### src/rtl/spi_pkg.sv
// Shared constants and FSM state type for the SPI master slice.
package spi_pkg;

  localparam int SPI_DATA_W_DEF   = 8;
  localparam int SPI_HALF_DIV_DEF = 50;

  typedef enum logic [1:0] {
    IDLE     = 2'd0,
    SETUP    = 2'd1,
    TRANSFER = 2'd2,
    HOLD     = 2'd3
  } spi_state_e;

endpackage

### src/rtl/sclk_tick_gen.sv
// Half-period tick generator: one-cycle tick every HALF_DIV clk_in cycles while
// enabled; the counter is held at zero whenever the enable is low.
module sclk_tick_gen #(
  parameter int HALF_DIV = 50
) (
  input  logic clk_in,
  input  logic reset,
  input  logic en,
  output logic tick
);

  localparam int                CNT_W   = $clog2(HALF_DIV);
  localparam logic [CNT_W-1:0]  CNT_MAX = CNT_W'(HALF_DIV - 1);

  logic [CNT_W-1:0] cnt_q, cnt_d;

  assign tick = en && (cnt_q == CNT_MAX);

  // NOTE: give every always_comb output a default first so no path can infer a latch.
  always_comb begin
    cnt_d = '0;
    if (en && !tick) cnt_d = cnt_q + CNT_W'(1);
  end

  // NOTE: reset is synchronous (sampled only on the clock edge), and state flops use
  // non-blocking assignments so every flop sees pre-edge values.
  always_ff @(posedge clk_in) begin
    if (reset) cnt_q <= '0;
    else       cnt_q <= cnt_d;
  end

endmodule

### src/rtl/spi_master.sv
// SPI mode-0 master, MSB first, one word per start request.
// Define SPI_LOOPBACK_EN to feed mosi back into the receive path instead of miso.
module spi_master
  import spi_pkg::*;
#(
  parameter int DATA_W   = SPI_DATA_W_DEF,
  parameter int HALF_DIV = SPI_HALF_DIV_DEF
) (
  input  logic              clk_in,
  input  logic              reset,
  input  logic              start,
  input  logic [DATA_W-1:0] tx_data,
  output logic              busy,
  output logic [DATA_W-1:0] rx_data,
  output logic              rx_valid,
  output logic              sclk,
  output logic              mosi,
  output logic              cs_n,
  input  logic              miso
);

  localparam int               BIT_W    = $clog2(DATA_W);
  localparam logic [BIT_W-1:0] LAST_BIT = BIT_W'(DATA_W - 1);

  if (DATA_W < 2)   begin : g_bad_data_w   $error("DATA_W must be at least 2");   end
  if (HALF_DIV < 2) begin : g_bad_half_div $error("HALF_DIV must be at least 2"); end

  spi_state_e        state_q, state_d;
  logic [DATA_W-1:0] tx_sr_q, tx_sr_d;
  logic [DATA_W-1:0] rx_sr_q, rx_sr_d;
  logic [DATA_W-1:0] rx_data_q, rx_data_d;
  logic [BIT_W-1:0]  bit_cnt_q, bit_cnt_d;
  logic              sclk_q, sclk_d;
  logic              busy_q, busy_d;
  logic              cs_n_q, cs_n_d;
  logic              rx_valid_q, rx_valid_d;
  logic              tick;
  logic              rx_in;

  // State changes only happen on a tick, where the counter wraps to zero, and the
  // counter is held clear in IDLE, so every state is entered with a zero count.
  sclk_tick_gen #(.HALF_DIV(HALF_DIV)) u_tick_gen (
    .clk_in (clk_in),
    .reset  (reset),
    .en     (state_q != IDLE),
    .tick   (tick)
  );

`ifdef SPI_LOOPBACK_EN
  logic unused_miso;
  assign unused_miso = miso;
  assign rx_in       = tx_sr_q[DATA_W-1];
`else
  assign rx_in = miso;
`endif

  always_comb begin
    state_d    = state_q;
    tx_sr_d    = tx_sr_q;
    rx_sr_d    = rx_sr_q;
    rx_data_d  = rx_data_q;
    bit_cnt_d  = bit_cnt_q;
    sclk_d     = sclk_q;
    rx_valid_d = 1'b0;

    case (state_q)
      IDLE: begin
        if (start) begin
          state_d = SETUP;
          tx_sr_d = tx_data;
          rx_sr_d = '0;
        end
      end
      SETUP: begin
        if (tick) begin
          state_d   = TRANSFER;
          bit_cnt_d = '0;
        end
      end
      TRANSFER: begin
        if (tick) begin
          sclk_d = !sclk_q;
          if (!sclk_q) begin
            rx_sr_d = {rx_sr_q[DATA_W-2:0], rx_in};
          end else if (bit_cnt_q == LAST_BIT) begin
            // Last falling edge: keep the LSB on mosi through HOLD.
            state_d = HOLD;
          end else begin
            bit_cnt_d = bit_cnt_q + BIT_W'(1);
            tx_sr_d   = {tx_sr_q[DATA_W-2:0], 1'b0};
          end
        end
      end
      HOLD: begin
        if (tick) begin
          state_d    = IDLE;
          tx_sr_d    = '0;
          rx_data_d  = rx_sr_q;
          rx_valid_d = 1'b1;
        end
      end
      default: state_d = IDLE;
    endcase

    busy_d = (state_d != IDLE);
    cs_n_d = (state_d == IDLE);
  end

  always_ff @(posedge clk_in) begin
    if (reset) begin
      state_q    <= IDLE;
      tx_sr_q    <= '0;
      rx_sr_q    <= '0;
      rx_data_q  <= '0;
      bit_cnt_q  <= '0;
      sclk_q     <= 1'b0;
      busy_q     <= 1'b0;
      cs_n_q     <= 1'b1;
      rx_valid_q <= 1'b0;
    end else begin
      state_q    <= state_d;
      tx_sr_q    <= tx_sr_d;
      rx_sr_q    <= rx_sr_d;
      rx_data_q  <= rx_data_d;
      bit_cnt_q  <= bit_cnt_d;
      sclk_q     <= sclk_d;
      busy_q     <= busy_d;
      cs_n_q     <= cs_n_d;
      rx_valid_q <= rx_valid_d;
    end
  end

  assign busy     = busy_q;
  assign cs_n     = cs_n_q;
  assign sclk     = sclk_q;
  assign mosi     = tx_sr_q[DATA_W-1];
  assign rx_data  = rx_data_q;
  assign rx_valid = rx_valid_q;

endmodule

### config.mk
export PLATFORM = sky130hd
export DESIGN_NAME = spi_master
export DESIGN_NICKNAME = d
export VERILOG_FILES = /design/src/rtl/spi_pkg.sv /design/src/rtl/sclk_tick_gen.sv /design/src/rtl/spi_master.sv
export SDC_FILE = /design/constraint.sdc
export NUM_CORES = 1
export LEC_CHECK = 0
export BUFFER_PORTS_ARGS = -buffer_cell sky130_fd_sc_hd__buf_2
export CAP_MARGIN = 15
export CORE_MARGIN = 2
export CORE_UTILIZATION = 50
export DETAILED_ROUTE_END_ITERATION = 16
export GPL_TIMING_DRIVEN = 0
export PLACE_DENSITY_LB_ADDON = 0.2
export SETUP_SLACK_MARGIN = 0.02
export SLEW_MARGIN = 40
export SYNTH_ARGS = -nofsm -noshare
export SYNTH_HDL_FRONTEND = slang
export SYNTH_HIERARCHICAL = 1
export SYNTH_SLANG_ARGS = --single-unit
export TNS_END_PERCENT = 20
### constraint.sdc
create_clock -name clk_in -period 5 [get_ports clk_in]
set_input_delay 0.5 -clock clk_in [delete_from_list [all_inputs] [get_ports clk_in]]
set_output_delay 0.5 -clock clk_in [all_outputs]
set_load 0.01 [all_outputs]
; ---- Yosys cells after proc, flatten, opt, wreduce, memory -nomap -nowiden
; Index checks and enable logic that the tools add are counted.
[totals]
register_bits = 39
[classes]
n_eq_ne = 12
mux = 23
n_bitwise = 2
reduce_logical = 18
add_sub_neg = 2
[op_table]
columns = op, n
row1 = $mux W8, 8
row2 = $pmux W8 S3, 1
row3 = $pmux W8 S2, 1
row4 = $mux W2, 6
row5 = $mux W3, 4
row6 = $ne A2 B2 Y1 const B, 4
row7 = $pmux W2 S4, 1
row8 = $reduce_bool A2 Y1, 4
row9 = $add A6 B1 Y6 const B, 1
row10 = $eq A6 B6 Y1 const B, 1
row11 = $ne A2 B1 Y1 const B, 3
row12 = $pmux W3 S2, 1
row13 = $reduce_and A6 Y1, 1
row14 = $reduce_and A5 Y1, 1
row15 = $eq A2 B2 Y1 const B, 2
row16 = $logic_not A2 Y1, 2
row17 = $reduce_and A2 Y1, 2
row18 = $reduce_and A4 Y1, 1
row19 = $reduce_or A2 Y1, 2
row20 = $add A3 B1 Y3 const B, 1
row21 = $eq A3 B3 Y1 const B, 1
row22 = $reduce_bool A3 Y1, 1
row23 = $eq A2 B1 Y1 const B, 1
row24 = $logic_and A1 B1 Y1, 2
row25 = 3 further kinds, 5

; ---- Longest topological paths before layout
[depth]
depth_word = 6
mapped_depth = 10

; ---- Hierarchy
; The synthesis kept the hierarchy.
[modules_own_cells]
columns = mod, cells_per_inst, area_per_inst_um2, instances
row1 = spi_master, 163, 1508.9, 1
row2 = sclk_tick_gen, 29, 267.8, 1

; ---- Worst setup path after synthesis
; OpenSTA, ideal clock, no wires.
[synth_path]
kind = register to register
start = reg state_q[0]
end = reg tx_sr_q[2]
path_slack_ps = 2897
arrival_ps = 2023
path_stages_with_launch = 11
synth_period_minus_slack_ps = 2103
setup_ps = 79
path_cell_list = dfxtp_1 inv_1 ha_1 inv_1 inv_1 nor3_1 clkbuf_1 o221a_4 buf_6 nor2_1 a211oi_2
[synth_between]
elab_chain_cells = 4
[synth_rtl]
columns = item, line_no
row1 = start: declaration, spi_master.sv:28  ; spi_state_e state_q, state_d;
row2 = start signal: assignment, spi_master.sv:121  ; state_q <= state_d;
row3 = $reduce_bool A2 Y1 *, spi_master.sv:45  ; .en (state_q != IDLE),
row4 = $logic_and A1 B1 Y1 *, sclk_tick_gen.sv:17  ; assign tick = en && (cnt_q == CNT_MAX);
row5 = named net tick, spi_master.sv:37  ; logic tick;
row6 = $ne A2 B1 Y1 (no source line), --
row7 = $reduce_and A6 Y1 (no source line) *, --
row8 = end signal: assignment, spi_master.sv:122  ; tx_sr_q <= tx_sr_d;
row9 = end: declaration, spi_master.sv:29  ; logic [DATA_W-1:0] tx_sr_q, tx_sr_d;
; Mark *: on every way through the listed nets, which the timed path passes. The rest lies on a longest branch.
; A chain may end at the register's enable or synchronous reset.

; ---- Worst setup path after layout
[layout_path]
start = reg state_q[0]
end = reg tx_sr_q[3]
; The elaborated chain is that of the path after synthesis.

==> report_table.html <==
<table>
<tr><th>Metric</th><th>Value</th></tr>
<tr><th colspan="2">Run status</th></tr>
<tr><td>Status</td><td>finished clean</td></tr>
<tr><th colspan="2">Flow run</th></tr>
<tr><td>Count of maximum capacitance violations</td><td>0</td></tr>
<tr><th colspan="2">STA</th></tr>
<tr><td>Pins over their slew limit</td><td>0</td></tr>
<tr><td>Layout Skew</td><td>roughly 0.0074 ns</td></tr>
<tr><td>Finish-stage setup viols</td><td>0</td></tr>
<tr><td>Period utilization</td><td>between 40% and 50%</td></tr>
<tr><td>Transition time at the pin with the least slew margin</td><td>between 0.5 and 0.6 ns</td></tr>
<tr><td>Max-slew headroom at the worst pin</td><td>between 60% and 70%</td></tr>
<tr><td>Worst setup margin</td><td>2.58 ns</td></tr>
<tr><td>Highest clock frequency the design can meet</td><td>just over 400 MHz</td></tr>
<tr><td>Final critical path time including I/O delays and setup</td><td>roughly 2.4 ns</td></tr>
<tr><td>Unrepaired setup endpoints after global routing</td><td>no</td></tr>
<tr><td>Final Hold Viols</td><td>0</td></tr>
<tr><td>Setup Total Neg Slack</td><td>0 ns</td></tr>
<tr><th colspan="2">Critical path</th></tr>
<tr><td>Endpoint class of the critical path</td><td>flop</td></tr>
<tr><td>Arrival time at the worst endpoint</td><td>2.69 ns</td></tr>
<tr><td>Largest delay share family, worst path</td><td>buffers and inverters</td></tr>
<tr><td>Max Fanout on Critical Path</td><td>10</td></tr>
<tr><td>Required time at the worst-slack endpoint</td><td>between 5 and 6 ns</td></tr>
<tr><td>Critical Path Slowest Stage Cell</td><td>dfxtp_1</td></tr>
<tr><td>Crit Path Category</td><td>flop to flop</td></tr>
<tr><td>Max stage delay on crit path</td><td>0.40 ns</td></tr>
<tr><td>Bufs and invs on worst path</td><td>5</td></tr>
<tr><td>CP Cell Sequence</td><td>inv_1 -&gt; ha_1 -&gt; inv_1 -&gt; inv_1 -&gt; nor3_1 -&gt; clkbuf_1 -&gt; o221a_4 -&gt; buf_6 -&gt; nor2_1 -&gt; a211oi_2</td></tr>
<tr><td>Library cell appearing most often on the critical path</td><td>inv_1</td></tr>
<tr><td>Type of element launching the critical path</td><td>flop</td></tr>
<tr><th colspan="2">Yosys</th></tr>
<tr><td>Post-synthesis instance area</td><td>0.00178 sq mm</td></tr>
<tr><td>Most common library cells after synthesis</td><td>dfxtp_1 (39), nor2_1 (26), nand2_1 (14)</td></tr>
<tr><td>Synth unique cells</td><td>38</td></tr>
<tr><td>Share of the yosys chip area belonging to registers</td><td>43.9%</td></tr>
<tr><td>Leading post-synthesis cells by cell area</td><td>dfxtp_1 (44%), ha_1 (5.6%), nor2_1 (5.5%)</td></tr>
<tr><td>Most common cell in the synthesized netlist</td><td>dfxtp_1</td></tr>
<tr><td>Share of the synthesized area in the top cell type</td><td>~44%</td></tr>
<tr><td>Mapped Cells</td><td>192</td></tr>
<tr><td>Leading register cell type out of synthesis</td><td>dfxtp_1</td></tr>
<tr><td>Number of synthesis warnings</td><td>6</td></tr>
<tr><td>Cell taking the most area after synthesis</td><td>dfxtp_1</td></tr>
<tr><td>Total of flip-flops plus latches after synthesis</td><td>39</td></tr>
<tr><td>Mean cell area of the mapped netlist</td><td>a little over 9 sq um</td></tr>
<tr><td>Number of synthesized flops with an enable pin</td><td>0</td></tr>
<tr><td>Synth async-reset ratio</td><td>0%</td></tr>
<tr><td>Post-Synthesis Net Count</td><td>212</td></tr>
<tr><th colspan="2">Routing</th></tr>
<tr><td>Detailed-route DRC error count</td><td>0</td></tr>
<tr><td>Via-per-instance ratio</td><td>about 5.2</td></tr>
<tr><td>First-pass iteration count of the detailed router</td><td>4</td></tr>
<tr><td>Wire length per cell</td><td>between 10 and 15 microns</td></tr>
<tr><td>DR iter-0 viols</td><td>just over 40</td></tr>
<tr><td>Remaining number of nets flagged by the antenna check after routing</td><td>0</td></tr>
<tr><td>Total Routed Length</td><td>~3600 microns</td></tr>
<tr><td>Via count of the routed design</td><td>1400</td></tr>
<tr><th colspan="2">Cells and area</th></tr>
<tr><td>ANT cells</td><td>0</td></tr>
<tr><td>Fin area</td><td>around 0.002 sq mm</td></tr>
<tr><td>Share of cells above drive strength 1</td><td>a little over a fifth</td></tr>
<tr><td>Filler cells</td><td>322</td></tr>
<tr><td>Final-stage net count</td><td>243</td></tr>
<tr><td>Area growth from synthesis to layout</td><td>13.0%</td></tr>
<tr><td>Non-filler instance count after layout</td><td>270</td></tr>
<tr><th colspan="2">Pwr</th></tr>
<tr><td>Total design power</td><td>approximately 550 uW</td></tr>
<tr><td>Switching power total</td><td>between 100 and 150 uW</td></tr>
<tr><td>Switching part of the total</td><td>a little over a quarter</td></tr>
<tr><td>Peak supply drop</td><td>between 150 and 200 uV</td></tr>
<tr><td>Sequential group share of total power</td><td>approximately three fifths</td></tr>
<tr><td>Pwr/cell area</td><td>around 270 mW/mm^2</td></tr>
<tr><td>Internal power contribution</td><td>about 410 uW</td></tr>
<tr><td>Comb pwr share</td><td>11.9%</td></tr>
<tr><td>Leakage power figure</td><td>0.000832 uW</td></tr>
<tr><td>Part of the total power dissipated in the clock network</td><td>around 29%</td></tr>
<tr><th colspan="2">Floorplanning</th></tr>
<tr><td>Number of placement rows</td><td>21</td></tr>
<tr><td>Die Footprint</td><td>roughly 0.0040 sq mm</td></tr>
<tr><td>Core ar.</td><td>between 0.003 and 0.004 sq mm</td></tr>
<tr><td>I/O pin total</td><td>25</td></tr>
<tr><td>Die span in y</td><td>roughly 64 microns</td></tr>
<tr><td>Horiz. Die Dim</td><td>63.6 microns</td></tr>
<tr><td>Initial standard-cell utilization of the core</td><td>between 50% and 60%</td></tr>
<tr><th colspan="2">Clock tree</th></tr>
<tr><td>TritonCTS clock tree</td><td>done</td></tr>
<tr><td>Cts hold-fix bufs</td><td>0</td></tr>
<tr><td>Cell chosen for the clock root</td><td>clkbuf_4</td></tr>
<tr><td>CTS sink cnt</td><td>39</td></tr>
<tr><td>Post-CTS Setup Bufs</td><td>0</td></tr>
<tr><td>Clock Latency Late Sink</td><td>about 0.34 ns</td></tr>
<tr><td>CTS HTree Levels</td><td>2</td></tr>
<tr><td>Post-cts gate resize count</td><td>0</td></tr>
<tr><td>Clk slew on worst S/H paths</td><td>approximately 0.12 ns</td></tr>
<tr><td>Number of CTS-inserted buffers</td><td>5</td></tr>
<tr><td>Longest Clk Path Bufs</td><td>2</td></tr>
<tr><th colspan="2">Placed design</th></tr>
<tr><td>Half-perimeter wire length of the detailed placement result</td><td>between 2000 and 3000 microns</td></tr>
<tr><td>RD Place Congestion</td><td>roughly 0.85</td></tr>
<tr><td>Post-Place Worst Slack</td><td>between 2 and 3 ns</td></tr>
<tr><td>Instance area after placement</td><td>a little under 0.002 sq mm</td></tr>
<tr><td>Count of placed standard cells including taps</td><td>~260</td></tr>
<tr><td>Number of port buffers</td><td>24</td></tr>
<tr><th colspan="2">GRT</th></tr>
<tr><td>Global-route wire length before repair</td><td>roughly 6300 microns</td></tr>
<tr><td>Overall track demand over capacity in global routing</td><td>between 20% and 30%</td></tr>
<tr><td>Total gr overflow</td><td>0</td></tr>
<tr><td>Number of global-route vias before repair</td><td>roughly 1400</td></tr>
<tr><td>Met1 routing resource usage after global routing</td><td>a little under a quarter</td></tr>
<tr><td>Met2 demand-to-capacity share in global routing</td><td>34.2%</td></tr>
<tr><td>Most utilized layer in the global route result</td><td>met2</td></tr>
<tr><td>Met3 track demand over resource in global routing</td><td>roughly 4.5%</td></tr>
<tr><td>Antenna violations before repair</td><td>0</td></tr>
<tr><td>Maximum number of pins on one net before global-route repair</td><td>13</td></tr>
<tr><th colspan="2">Worst hold path</th></tr>
<tr><td>Hold/Removal Path Class</td><td>flop to flop</td></tr>
</table>
final cells by class:
type                       instances  area [sq um]  area share, %
timing repair buffer              24           120           5.98
clock inverter                     2          12.5          0.623
sequential                        39           781           38.9
clock buffer                       6          41.3           2.06
tap                               46          57.6           2.87
buffer                            11          60.1           2.99
multi-input combinational        135           910           45.3
inverter                           7          26.3           1.31
stage by stage:
step / util [%] / hold slack (ns)
2_1_floorplan: - / 0.436
3_3_place_gp: 58.1 / 0.444
3_5_place_dp: 58.1 / 0.447
4_1_cts: 59.7 / 0.465
5_1_grt: 59.7 / 0.495
6_report: 59.7 / 0.462
registers in the layout (all words and copies together) (netlist names), 2 cells and up:
register,cells
tx_sr_q,8
rx_sr_q,8
rx_data,8
bit_cnt_q,3
u_tick_gen/cnt_q,6
state_q,2
placed cells by master (no fill, tap or decap), types with 2 or more instances in the layout:
master / instances
nand4_1: 3
and2_1: 9
mux2i_1: 9
nor2_1: 26
nor2_4: 2
buf_6: 2
xor2_1: 2
dfxtp_1: 39
buf_2: 27
a211oi_1: 4
a21oi_1: 13
clkbuf_4: 5
inv_1: 7
ha_1: 8
a22oi_1: 7
o21ai_0: 4
nand3_1: 9
nand2_1: 14
clkbuf_1: 7
xnor2_1: 2
or3_1: 2
nor2b_1: 2
a211oi_2: 3
cells by family (layout without fill, tap and decap cells):
| group | after synthesis | count (layout) | share of synthesized area (%) |
|---|---|---|---|
| fa+ha+maj | 8 | 8 | 5.63 |
| mux | 9 | 9 | 5.07 |
| simple gates | 75 | 75 | 22.2 |
| flops | 39 | 39 | 43.9 |
| xor+xnor | 4 | 4 | 1.97 |
| buf+inv | 18 | 50 | 4.86 |
| compound gates | 39 | 39 | 16.3 |
worst paths after layout:
check                          start                      end  cells past startpoint  slack (ns)
max            state_q[0]$_SDFF_PP0_  tx_sr_q[3]$_SDFFE_PP0P_                     10        2.58
min          rx_data[6]$_SDFFE_PP0P_  rx_data[6]$_SDFFE_PP0P_                      2        0.46
max reg2reg    state_q[0]$_SDFF_PP0_  tx_sr_q[3]$_SDFFE_PP0P_                     10        2.58
min reg2reg  rx_data[6]$_SDFFE_PP0P_  rx_data[6]$_SDFFE_PP0P_                      2        0.46
power groups by stage:
| stage | Sequential [uW] | Combinational (uW) | Clock, uW |
|---|---|---|---|
| 2_1_floorplan | 335 | 47.8 | 0 |
| 3_3_place_gp | 334 | 63.2 | 0 |
| 3_5_place_dp | 334 | 65.3 | 0 |
| 4_1_cts | 327 | 66.2 | 165 |
| 5_1_grt | 329 | 73.3 | 180 |
| 6_report | 327 | 65.6 | 157 |
per-layer routing:
layer | routed length [microns] | vias to the layer above
met1 | 1620 | 648
met2 | 1730 | 28
li1 | - | 719
met4 | 35 | 0
met5 | 0 | -
met3 | 171 | 5
worst reg2reg max path, delay by kind of cell (launching register included):
kind / cells / cell delay [ns]
buf+inv: 5 / 0.77
compound gates: 2 / 0.48
simple gates: 2 / 0.41
flops: 1 / 0.40
fa+ha+maj: 1 / 0.29
(Power assumes the default switching activity.)
